### src/rtl/wb_stage_if.sv
// Write-back stage bus: upstream result handshake, retire/GPR write port and IDU scoreboard query.
interface wb_stage_if #(
    parameter int ISA_WIDTH = 32,
    parameter int REG_ADDR  = 5,
    parameter int REG_NUM   = 32
);
    logic                 flush;
    logic                 valid;
    logic                 ready;
    logic [REG_ADDR-1:0]  rd;
    logic                 rd_wen;
    logic [1:0]           sel;
    logic [ISA_WIDTH-1:0] alu_res;
    logic [ISA_WIDTH-1:0] load_raw;
    logic [2:0]           load_f3;
    logic [ISA_WIDTH-1:0] csr_rdata;
    logic [ISA_WIDTH-1:0] pc;
    logic                 commit_valid;
    logic                 commit_ready;
    logic [ISA_WIDTH-1:0] commit_pc;
    logic                 rf_wen;
    logic [REG_ADDR-1:0]  rf_waddr;
    logic [ISA_WIDTH-1:0] rf_wdata;
    logic                 issue_fire;
    logic [REG_ADDR-1:0]  issue_rd;
    logic                 issue_wen;
    logic                 issue_ok;
    logic [REG_NUM-1:0]   busy;

    modport slave (
        input  flush, valid, rd, rd_wen, sel, alu_res, load_raw, load_f3, csr_rdata, pc,
        input  commit_ready, issue_fire, issue_rd, issue_wen,
        output ready, commit_valid, commit_pc, rf_wen, rf_waddr, rf_wdata, issue_ok, busy
    );

    modport master (
        output flush, valid, rd, rd_wen, sel, alu_res, load_raw, load_f3, csr_rdata, pc,
        output commit_ready, issue_fire, issue_rd, issue_wen,
        input  ready, commit_valid, commit_pc, rf_wen, rf_waddr, rf_wdata, issue_ok, busy
    );
endinterface

### src/rtl/wb_stage.sv
// Write-back stage: one-entry holding register in front of the GPR write port,
// plus per-register in-flight write counters used by IDU for RAW/WAW hazard checks.
module wb_stage #(
    parameter int ISA_WIDTH = 32,
    parameter int REG_ADDR  = 5,
    parameter int REG_NUM   = 32,
    parameter int SB_CNT_W  = 2
) (
    input  logic     clk,
    input  logic     rst_n,
    wb_stage_if.slave bus
);
    localparam logic [SB_CNT_W-1:0] CNT_MAX = '1;

    logic                 held_valid;
    logic [REG_ADDR-1:0]  held_rd;
    logic                 held_wen;
    logic [ISA_WIDTH-1:0] held_pc;
    logic [ISA_WIDTH-1:0] held_data;

    logic                 ready;
    logic                 accept;
    logic                 fire;
    logic                 rf_wen;
    logic [ISA_WIDTH-1:0] load_shifted;
    logic [ISA_WIDTH-1:0] load_data;
    logic [ISA_WIDTH-1:0] sel_data;

    logic [SB_CNT_W-1:0]  cnt_q [REG_NUM];
    logic [SB_CNT_W-1:0]  cnt_d [REG_NUM];
    logic [REG_NUM-1:0]   inc_vec;
    logic [REG_NUM-1:0]   dec_vec;
    logic [REG_NUM-1:0]   busy_vec;

    // Handshakes: a transfer happens on a cycle where valid & ready are both high at the
    // rising edge; valid never depends on ready, and ready may depend on commit_ready.
    assign ready  = ~held_valid | bus.commit_ready;
    assign accept = bus.valid & ready;
    assign fire   = held_valid & bus.commit_ready;
    assign rf_wen = fire & held_wen & (held_rd != '0);

    always_comb begin
        load_shifted = bus.load_raw >> {bus.alu_res[1:0], 3'b000};
        load_data    = '0;
        case (bus.load_f3)
            3'b000:  load_data = {{(ISA_WIDTH-8){load_shifted[7]}}, load_shifted[7:0]};
            3'b001:  load_data = {{(ISA_WIDTH-16){load_shifted[15]}}, load_shifted[15:0]};
            3'b010:  load_data = bus.load_raw;
            3'b100:  load_data = {{(ISA_WIDTH-8){1'b0}}, load_shifted[7:0]};
            3'b101:  load_data = {{(ISA_WIDTH-16){1'b0}}, load_shifted[15:0]};
            default: load_data = '0;
        endcase
    end

    always_comb begin
        sel_data = bus.alu_res;
        case (bus.sel)
            2'd0:    sel_data = bus.alu_res;
            2'd1:    sel_data = load_data;
            2'd2:    sel_data = bus.csr_rdata;
            default: sel_data = bus.pc + ISA_WIDTH'(4);
        endcase
    end

    // Flush wins over accept; a commit in the flush cycle still reaches the GPR file.
    always_ff @(posedge clk or negedge rst_n) begin
        if (!rst_n) begin
            held_valid <= 1'b0;
            held_rd    <= '0;
            held_wen   <= 1'b0;
            held_pc    <= '0;
            held_data  <= '0;
        end else if (bus.flush) begin
            held_valid <= 1'b0;
        end else if (accept) begin
            held_valid <= 1'b1;
            held_rd    <= bus.rd;
            held_wen   <= bus.rd_wen;
            held_pc    <= bus.pc;
            held_data  <= sel_data;
        end else if (fire) begin
            held_valid <= 1'b0;
        end
    end

    always_comb begin
        inc_vec = '0;
        dec_vec = '0;
        for (int r = 1; r < REG_NUM; r++) begin
            inc_vec[r] = bus.issue_fire & bus.issue_wen & (bus.issue_rd == REG_ADDR'(r));
            dec_vec[r] = rf_wen & (held_rd == REG_ADDR'(r));
        end
    end

    // Simultaneous issue and retire to the same register cancel out.
    always_comb begin
        for (int r = 0; r < REG_NUM; r++) begin
            cnt_d[r]    = cnt_q[r];
            busy_vec[r] = (cnt_q[r] != '0);
            if (inc_vec[r] && !dec_vec[r] && cnt_q[r] != CNT_MAX)
                cnt_d[r] = cnt_q[r] + 1'b1;
            else if (dec_vec[r] && !inc_vec[r] && cnt_q[r] != '0)
                cnt_d[r] = cnt_q[r] - 1'b1;
        end
    end

    always_ff @(posedge clk or negedge rst_n) begin
        if (!rst_n) begin
            for (int r = 0; r < REG_NUM; r++) cnt_q[r] <= '0;
        end else if (bus.flush) begin
            for (int r = 0; r < REG_NUM; r++) cnt_q[r] <= '0;
        end else begin
            for (int r = 0; r < REG_NUM; r++) cnt_q[r] <= cnt_d[r];
        end
    end

    assign bus.ready        = ready;
    assign bus.commit_valid = held_valid;
    assign bus.commit_pc    = held_pc;
    assign bus.rf_wen       = rf_wen;
    assign bus.rf_waddr     = held_rd;
    assign bus.rf_wdata     = held_data;
    assign bus.issue_ok     = (cnt_q[bus.issue_rd] != CNT_MAX);
    assign bus.busy         = busy_vec;
endmodule

### src/flat_wrapper.sv
// flat-port wrapper written by rule: the top's interface ports become plain ports
module wb_stage_flat 
#(
    parameter int ISA_WIDTH = 32,
    parameter int REG_ADDR  = 5,
    parameter int REG_NUM   = 32,
    parameter int SB_CNT_W  = 2
)
  (clk, rst_n, bus_flush, bus_valid, bus_rd, bus_rd_wen, bus_sel, bus_alu_res, bus_load_raw, bus_load_f3, bus_csr_rdata, bus_pc, bus_commit_ready, bus_issue_fire, bus_issue_rd, bus_issue_wen, bus_ready, bus_commit_valid, bus_commit_pc, bus_rf_wen, bus_rf_waddr, bus_rf_wdata, bus_issue_ok, bus_busy);
  wb_stage_if #(.ISA_WIDTH(ISA_WIDTH), .REG_ADDR(REG_ADDR), .REG_NUM(REG_NUM)) bus_i ();
  input  logic clk;
  input  logic rst_n;
  input wire logic [$bits(bus_i.flush)-1:0] bus_flush;
  input wire logic [$bits(bus_i.valid)-1:0] bus_valid;
  input wire logic [$bits(bus_i.rd)-1:0] bus_rd;
  input wire logic [$bits(bus_i.rd_wen)-1:0] bus_rd_wen;
  input wire logic [$bits(bus_i.sel)-1:0] bus_sel;
  input wire logic [$bits(bus_i.alu_res)-1:0] bus_alu_res;
  input wire logic [$bits(bus_i.load_raw)-1:0] bus_load_raw;
  input wire logic [$bits(bus_i.load_f3)-1:0] bus_load_f3;
  input wire logic [$bits(bus_i.csr_rdata)-1:0] bus_csr_rdata;
  input wire logic [$bits(bus_i.pc)-1:0] bus_pc;
  input wire logic [$bits(bus_i.commit_ready)-1:0] bus_commit_ready;
  input wire logic [$bits(bus_i.issue_fire)-1:0] bus_issue_fire;
  input wire logic [$bits(bus_i.issue_rd)-1:0] bus_issue_rd;
  input wire logic [$bits(bus_i.issue_wen)-1:0] bus_issue_wen;
  output wire logic [$bits(bus_i.ready)-1:0] bus_ready;
  output wire logic [$bits(bus_i.commit_valid)-1:0] bus_commit_valid;
  output wire logic [$bits(bus_i.commit_pc)-1:0] bus_commit_pc;
  output wire logic [$bits(bus_i.rf_wen)-1:0] bus_rf_wen;
  output wire logic [$bits(bus_i.rf_waddr)-1:0] bus_rf_waddr;
  output wire logic [$bits(bus_i.rf_wdata)-1:0] bus_rf_wdata;
  output wire logic [$bits(bus_i.issue_ok)-1:0] bus_issue_ok;
  output wire logic [$bits(bus_i.busy)-1:0] bus_busy;
  assign bus_i.flush = bus_flush;
  assign bus_i.valid = bus_valid;
  assign bus_i.rd = bus_rd;
  assign bus_i.rd_wen = bus_rd_wen;
  assign bus_i.sel = bus_sel;
  assign bus_i.alu_res = bus_alu_res;
  assign bus_i.load_raw = bus_load_raw;
  assign bus_i.load_f3 = bus_load_f3;
  assign bus_i.csr_rdata = bus_csr_rdata;
  assign bus_i.pc = bus_pc;
  assign bus_i.commit_ready = bus_commit_ready;
  assign bus_i.issue_fire = bus_issue_fire;
  assign bus_i.issue_rd = bus_issue_rd;
  assign bus_i.issue_wen = bus_issue_wen;
  assign bus_ready = bus_i.ready;
  assign bus_commit_valid = bus_i.commit_valid;
  assign bus_commit_pc = bus_i.commit_pc;
  assign bus_rf_wen = bus_i.rf_wen;
  assign bus_rf_waddr = bus_i.rf_waddr;
  assign bus_rf_wdata = bus_i.rf_wdata;
  assign bus_issue_ok = bus_i.issue_ok;
  assign bus_busy = bus_i.busy;
  wb_stage #(.ISA_WIDTH(ISA_WIDTH), .REG_ADDR(REG_ADDR), .REG_NUM(REG_NUM), .SB_CNT_W(SB_CNT_W)) u_core (.clk(clk), .rst_n(rst_n), .bus(bus_i));
endmodule
### config.mk
export PLATFORM = sky130hd
export DESIGN_NAME = wb_stage_flat
export DESIGN_NICKNAME = d
export VERILOG_FILES = /design/src/rtl/wb_stage_if.sv /design/src/rtl/wb_stage.sv /design/src/flat_wrapper.sv
export SDC_FILE = /design/constraint.sdc
export NUM_CORES = 1
export LEC_CHECK = 0
export ABC_AREA = 1
export CELL_PAD_IN_SITES_DETAIL_PLACEMENT = 1
export CELL_PAD_IN_SITES_GLOBAL_PLACEMENT = 1
export CORE_ASPECT_RATIO = 0.8
export CORE_MARGIN = 8
export CORE_UTILIZATION = 35
export DETAILED_ROUTE_END_ITERATION = 10
export GPL_TIMING_DRIVEN = 0
export PLACE_DENSITY = 0.92
export SLEW_MARGIN = 15
export SYNTH_ARGS = -nofsm -noshare
export SYNTH_HDL_FRONTEND = slang
export SYNTH_SLANG_ARGS = --single-unit
### constraint.sdc
create_clock -name clk -period 1.9 [get_ports clk]
set_clock_uncertainty 0.05 [all_clocks]
set_input_delay 0.19 -clock clk [delete_from_list [all_inputs] [get_ports clk]]
set_output_delay 0.19 -clock clk [all_outputs]
set_load 0.005 [all_outputs]
======== Yosys cells after proc, flatten, opt, wreduce, memory -nomap -nowiden ========
Cells that the tools add are included.
operators by class
  order comparisons ....................... 1
  reduce and logical (&&, ||, !) cells .... 253
  shift operators ......................... 1
  bitwise operators ....................... 71
  equal/unequal tests ..................... 100
  muxes and demuxes ....................... 71
  add/subtract/negate cells ............... 63
operators by type and width
  operator                                                  count
  == test 5 bit, second input constant                      32
  case mux 32 bit (5 select lines)                          1
  2-to-1 mux 2 bit                                          64
  logical AND 1 bit                                         124
  case mux 32 bit (3 select lines)                          1
  nonzero test 3 bit                                        32
  == test 5 x 4 -> 1 bit, second input constant             16
  AND 1 bit                                                 67
  != test 2 bit, second input constant                      32
  adder 2 x 1 -> 2 bit, second input constant               31
  zero test 1 bit                                           62
  2-to-1 mux 62 bit                                         1
  nonzero test 2 bit                                        31
  subtractor 2 x 1 -> 2 bit, second input constant          31
  == test 5 x 3 -> 1 bit, second input constant             8
  adder 32 x 3 -> 32 bit, second input constant             1
  right shift 32 x 5 -> 16 bit                              1
  == test 5 x 2 -> 1 bit, second input constant             4
  binary-select mux 2 bit (select 5 bit)                    1
  == test 5 x 1 -> 1 bit, second input constant             2
  == test 3 bit, second input constant                      2
  greater-or-equal comparator 6 bit, second input constant  1
  inverter 5 -> 6 bit                                       1
  nonzero test 5 bit                                        1
  10 further kinds                                          13
word-level totals
  output and inout bits ................... 105
  bits of input ports ..................... 151
  register bits ........................... 133
  word-level logic and storage cells ...... 596

======== Depth between registers and ports, before layout ========
  depth after elaboration ................. 9
  gate-level depth with buffers ........... 13
  gate-level depth less buffers ........... 11

======== Worst setup path after synthesis ========
OpenSTA, ideal clock, no wires.
  path type ............................... register -> register
  from .................................... register u_core.held_valid (netlist: u_core.bus.commit_valid)
  to ...................................... register u_core.held_data[11] (netlist: u_core.bus.rf_wdata[11])
  clock period less this slack ............ 1538 ps
  stages on the path, launching flop included .. 10
  buffers on the path ..................... 1
  setup time .............................. 113 ps
  required time ........................... 1737 ps
  path slack .............................. 362 ps
  arrival time ............................ 1376 ps
  path through ............................ dfrtp_1 > inv_1 > nor2_1 > nor3_2 > inv_2 > clkbuf_1 > a31oi_1 > nand3_1 > nand2_1 > inv_1
on the way
  cells in the longest elaborated chain, start to end .. 4
RTL lines
  what                           RTL line        text
  start, declared                wb_stage.sv:15  logic held_valid;
  start signal, assigned         wb_stage.sv:68  held_valid <= 1'b0;
  start signal, assigned         wb_stage.sv:74  held_valid <= 1'b0;
  start signal, assigned         wb_stage.sv:76  held_valid <= 1'b1;
  inverter 1 bit                 wb_stage.sv:37  assign ready = ~held_valid | bus.commit_ready;
  OR 1 bit                       wb_stage.sv:37
  AND 1 bit                      wb_stage.sv:38  assign accept = bus.valid & ready;
  AND reduction 2 bit (no line)  --
  end signal, assigned           wb_stage.sv:80  held_data <= sel_data;
  end, declared                  wb_stage.sv:19  logic [ISA_WIDTH-1:0] held_data;
No other way between the ends.
A chain may end at the register's enable or synchronous reset.

======== Final worst setup path ========
  from .................................... register u_core.cnt_q[21] in the netlist's numbering
  to ...................................... output port bus_issue_ok
on the way
  cells in the longest elaborated chain, start to end .. 4
RTL lines
  what                                                 RTL line            text
  start, declared                                      wb_stage.sv:29      logic [SB_CNT_W-1:0] cnt_q [REG_NUM];
  binary-select mux 2 bit (select 5 bit)               wb_stage.sv:123     assign bus.issue_ok = (cnt_q[bus.issue_rd] != CNT_MAX);
  2-to-1 mux 2 bit (implied by the code) (2 in a row)  wb_stage.sv:123
  != test 2 bit                                        wb_stage.sv:123
  end, declared                                        flat_wrapper.sv:33  output wire logic [$bits(bus_i.issue_ok)-1:0] bus_issue_ok;
No other way between the ends. The select of a mux whose other input is x is not followed.

==> flow_summary_export.csv <==
group,metric,value,unit
worst_setup_path,reg2reg_from,"u_core.bus.rf_waddr[1]$_DFFE_PN0P_",
logic_synthesis,yosys_warnings,0,
place,io_buffers,252,
global_routing,grt_antenna_before_repair,7,
logic_synthesis,synth_ff_type,"dfrtp_1",
die,die_width,207.9,um
clocking,worstSkewPairLatency,0.44,ns
worst_setup_path,path_depth,10,
outcome,outcome,"finished with violations",
layout,layout-drive-gt1-share,15.17,%
logic_synthesis,synth_edf_count,0,
power_and_ir_drop,p_total,10.55,mW
die,initial_utilization,35.39,%
global_routing,grt-busiest-layer,"met2",
detailed_routing,ant_nets,0,
flow_run,drv_cap,0,
power_and_ir_drop,ir_worst_vdd,0.5987,mV
power_and_ir_drop,p_clk_share,31.3,%
power_and_ir_drop,pwr-share-comb,34.5,%
timing,timing.final.ws_setup,-0.1859,ns
timing,fmax,0.4794,GHz
clocking,path_clk_slew,0.07,ns
detailed_routing,drtIter0Drc,1289,
global_routing,track_usage,28.97,%
place,dpl_cell_area,13340,um2
die,dieArea,35250,um2
power_and_ir_drop,p_leak,6.888,nW
worst_setup_path,critPathSlowestCell,"dfrtp_1",
worst_hold_path,min_path_cells,3,
worst_setup_path,crit_family,"simple AND/OR/NAND/NOR gates",
layout,syn2layout_area_growth,44.17,%
layout,instances_no_fill,2395,
timing,finalCritPeriodShare,109.8,%
worst_setup_path,worstPathCellList,"inv_2, nor2_2, a21oi_2, nand2_1, nand2_1, nand2_1, o21ai_2, nand2_1, nand2_1, buf_2",
timing,grt_setup_unrepaired,"yes",
timing,tightest_slew,0.8172,ns
place,dp_hpwl,41.04,mm
global_routing,grt_pass1_vias,13602,
outcome,violations,"setup timing",
timing,setup_viol,5,
power_and_ir_drop,swShare,36.74,%
global_routing,grt_overflow,0,
clocking,htreeDepth,4,
place,place_congestion,0.9551,
worst_hold_path,hold_path_class,"input pin to register",
place,place_ws,-1.105,ns
timing,hold_slack,0.09037,ns
die,num_rows,56,
timing,slew_violations,0,
power_and_ir_drop,p_int,6.675,mW
logic_synthesis,synthArstFlopShare,100.0,%
layout,fillCellCount,3843,
worst_setup_path,worstPathRequired,1.66,ns
global_routing,use_met1,38.19,%
global_routing,grtUsageMet2,47.34,%
logic_synthesis,yosysSeqAreaShare,32.27,%
worst_setup_path,path_class,"register to primary output",
worst_setup_path,cp-start-kind,"register",
detailed_routing,viasPerCell,5.673,
worst_setup_path,critPathMaxStageDelay,0.40,ns
clocking,cts_sinks,133,
worst_setup_path,cp-end-kind,"primary output",
worst_setup_path,cp.arrival,1.85,ns
clocking,cts_tree,"done",
detailed_routing,first_pass_iters,5,
logic_synthesis,netlist_area,10310,um2
clocking,cts_buffers,17,
die,die_height,169.5,um
power_and_ir_drop,seq_power_share,34.1,%
worst_setup_path,worstPathMaxFanout,3,
worst_setup_path,r2r-end,"u_core.cnt_q[61]$_DFFE_PN0P_",
worst_setup_path,critPathLaunch,"u_core.cnt_q[21]$_DFFE_PN0P_",
layout,nets,2150,
timing,tns,-0.3219,ns
power_and_ir_drop,powerDensity,709.5,nW/um2
power_and_ir_drop,p_sw,3.876,mW
logic_synthesis,avgSynthCellArea,6.154,um2
logic_synthesis,synth_cells,1676,
die,ios,256,
worst_setup_path,worstRegToRegCells,8,
detailed_routing,drc_errors,0,
global_routing,grt_first_pass_wirelength,79.78,mm
worst_setup_path,regToRegSetupSlack,-0.06,ns
clocking,clock_path_buffers,2,
detailed_routing,route.vias.total,13588,
global_routing,grt_max_degree,87,
timing,fin_crit,2.086,ns
detailed_routing,wl_per_cell,22.64,um
timing,slew-limit-headroom,45.52,%
worst_setup_path,critPathMostFrequentCell,"nand2_1",
logic_synthesis,synth_seq_cells,133,
clocking,cts-root-buf,"clkbuf_16",
detailed_routing,wirelength,54.23,mm
global_routing,gr-usage-met3,4.983,%
logic_synthesis,synth_cell_types,39,
logic_synthesis,synth_nets,1828,
layout,fin_util,51.02,%
timing,hold_violations,0,
worst_setup_path,critPathBufInv,2,
place,place_inst,2306,
die,core_area,29150,um2
worst_setup_path,crit_path_end,"bus_issue_ok",
layout,postLayoutCellArea,14870,um2
[worst register-to-register path, stage by stage (launching register included)]
cell,delay [ns]
dfrtp_2,0.46
inv_1,0.12
nand2_1,0.18
nor2_2,0.38
nand2_1,0.20
nand3_1,0.15
nand3_1,0.15
nand4_1,0.12
nand2_1,0.06
[cells in the mapped netlist, drive strengths merged (3+ instances only)]
cell type / instances / area (um2)
nand2: 565 / 2166
nand3: 246 / 1286
nor2: 232 / 982.2
inv: 156 / 585.6
dfrtp: 133 / 3328
o21ai: 129 / 645.6
nand4: 43 / 269.0
a21oi: 40 / 200.2
buf: 37 / 244.0
clkbuf: 27 / 101.4
o22ai: 15 / 106.4
a221oi: 14 / 122.6
a22o: 11 / 96.34
clkinv: 7 / 26.28
or2: 5 / 31.28
nor3: 3 / 20.02
o211ai: 3 / 22.52
xor2: 3 / 26.28
[metal layers]
| metal | vias up | routed length [um] |
|---|---|---|
| met3 | 146 | 3790 |
| met2 | 573 | 25110 |
| li1 | 6131 | - |
| met5 | - | 0 |
| met4 | 0 | 2028 |
| met1 | 6738 | 23290 |
[layout make-up]
type	count	area (um2)	area share [%]
multi-input combinational	1317	6487	43.63
sequential	133	3336	22.43
timing repair buffer	304	3002	20.19
inverter	163	616.8	4.148
tap	377	471.7	3.172
clock buffer	18	429.2	2.886
buffer	62	380.4	2.558
clock inverter	14	130.1	0.8751
antenna	7	17.52	0.1178
[kinds of logic (layout without fill, tap and decap cells)]
group / count (synthesis) / in the layout / share of synthesized area (%)
xor gates and xnor gates: 4 / 4 / 0.3397
DFF: 133 / 133 / 32.27
and+or+nand+nor: 1095 / 1096 / 46.15
buffers and inverters: 227 / 561 / 9.280
adders and majority gates: 1 / 1 / 0.1213
muxes: 1 / 1 / 0.09704
other: 1 / 8 / 0.03636
AOI/OAI and AO/OA: 214 / 214 / 11.71
[worst min-delay path by stage]
stage                                        startpoint  slack (ns)                                   end
floorplan                                         rst_n       -0.16   u_core.bus.commit_pc[0]$_DFFE_PN0P_
global placement    u_core.bus.commit_pc[1]$_DFFE_PN0P_        0.41   u_core.bus.commit_pc[1]$_DFFE_PN0P_
detailed placement                                rst_n        0.07  u_core.bus.commit_pc[10]$_DFFE_PN0P_
CTS                                               rst_n        0.19  u_core.bus.commit_pc[10]$_DFFE_PN0P_
global route                                  bus_pc[3]        0.10   u_core.bus.commit_pc[3]$_DFFE_PN0P_
finish                                       bus_pc[11]        0.09  u_core.bus.commit_pc[11]$_DFFE_PN0P_
[what timing repair did]
action                     in CTS  in global routing
gates cloned                    0                  1
buffers inserted               15                 35
hold endpoints to repair       47                  0
hold buffers                    1                  0
setup endpoints to repair      85                108
resized for setup              80                135
pin swaps                       8                 26
[flip-flops by register name, summed over array words and instances, names as in the netlist]
signal	cells
u_core.cnt_q	62
u_core.bus.commit_pc	32
u_core.bus.rf_wdata	32
u_core.bus.rf_waddr	5
u_core.bus.commit_valid	1
u_core.held_wen	1
[cells in the final DEF (no fill, tap or decap), types with 7 or more instances in the layout]
master and n:
inv_1 128, nand3_2 21, nand2_4 8, clkbuf_1 16, a221oi_1 10, clkdlybuf4s50_1 225
buf_6 7, o22ai_1 13, clkbuf_2 7, buf_2 21, dlymetal6s2s_1 19, nand2_1 539
dfrtp_1 127, a22o_1 11, diode_2 7, nor2_2 36, clkbuf_16 17, nor2_4 30
nand4_1 43, buf_4 56, nor2_1 166, a21oi_1 33, o21ai_0 109, o21ai_1 18
inv_2 28, nand3_1 225, nand2_2 17
[power groups by stage]
stage / Sequential (mW) / Clock (mW) / Combinational [mW]
floorplan: 3.53 / 0 / 1.38
global placement: 3.57 / 0 / 3.10
finish: 3.60 / 3.30 / 3.65
detailed placement: 3.60 / 0 / 3.23
global route: 3.64 / 3.42 / 3.92
CTS: 3.57 / 3.30 / 3.37
(Power assumes the default switching activity.)
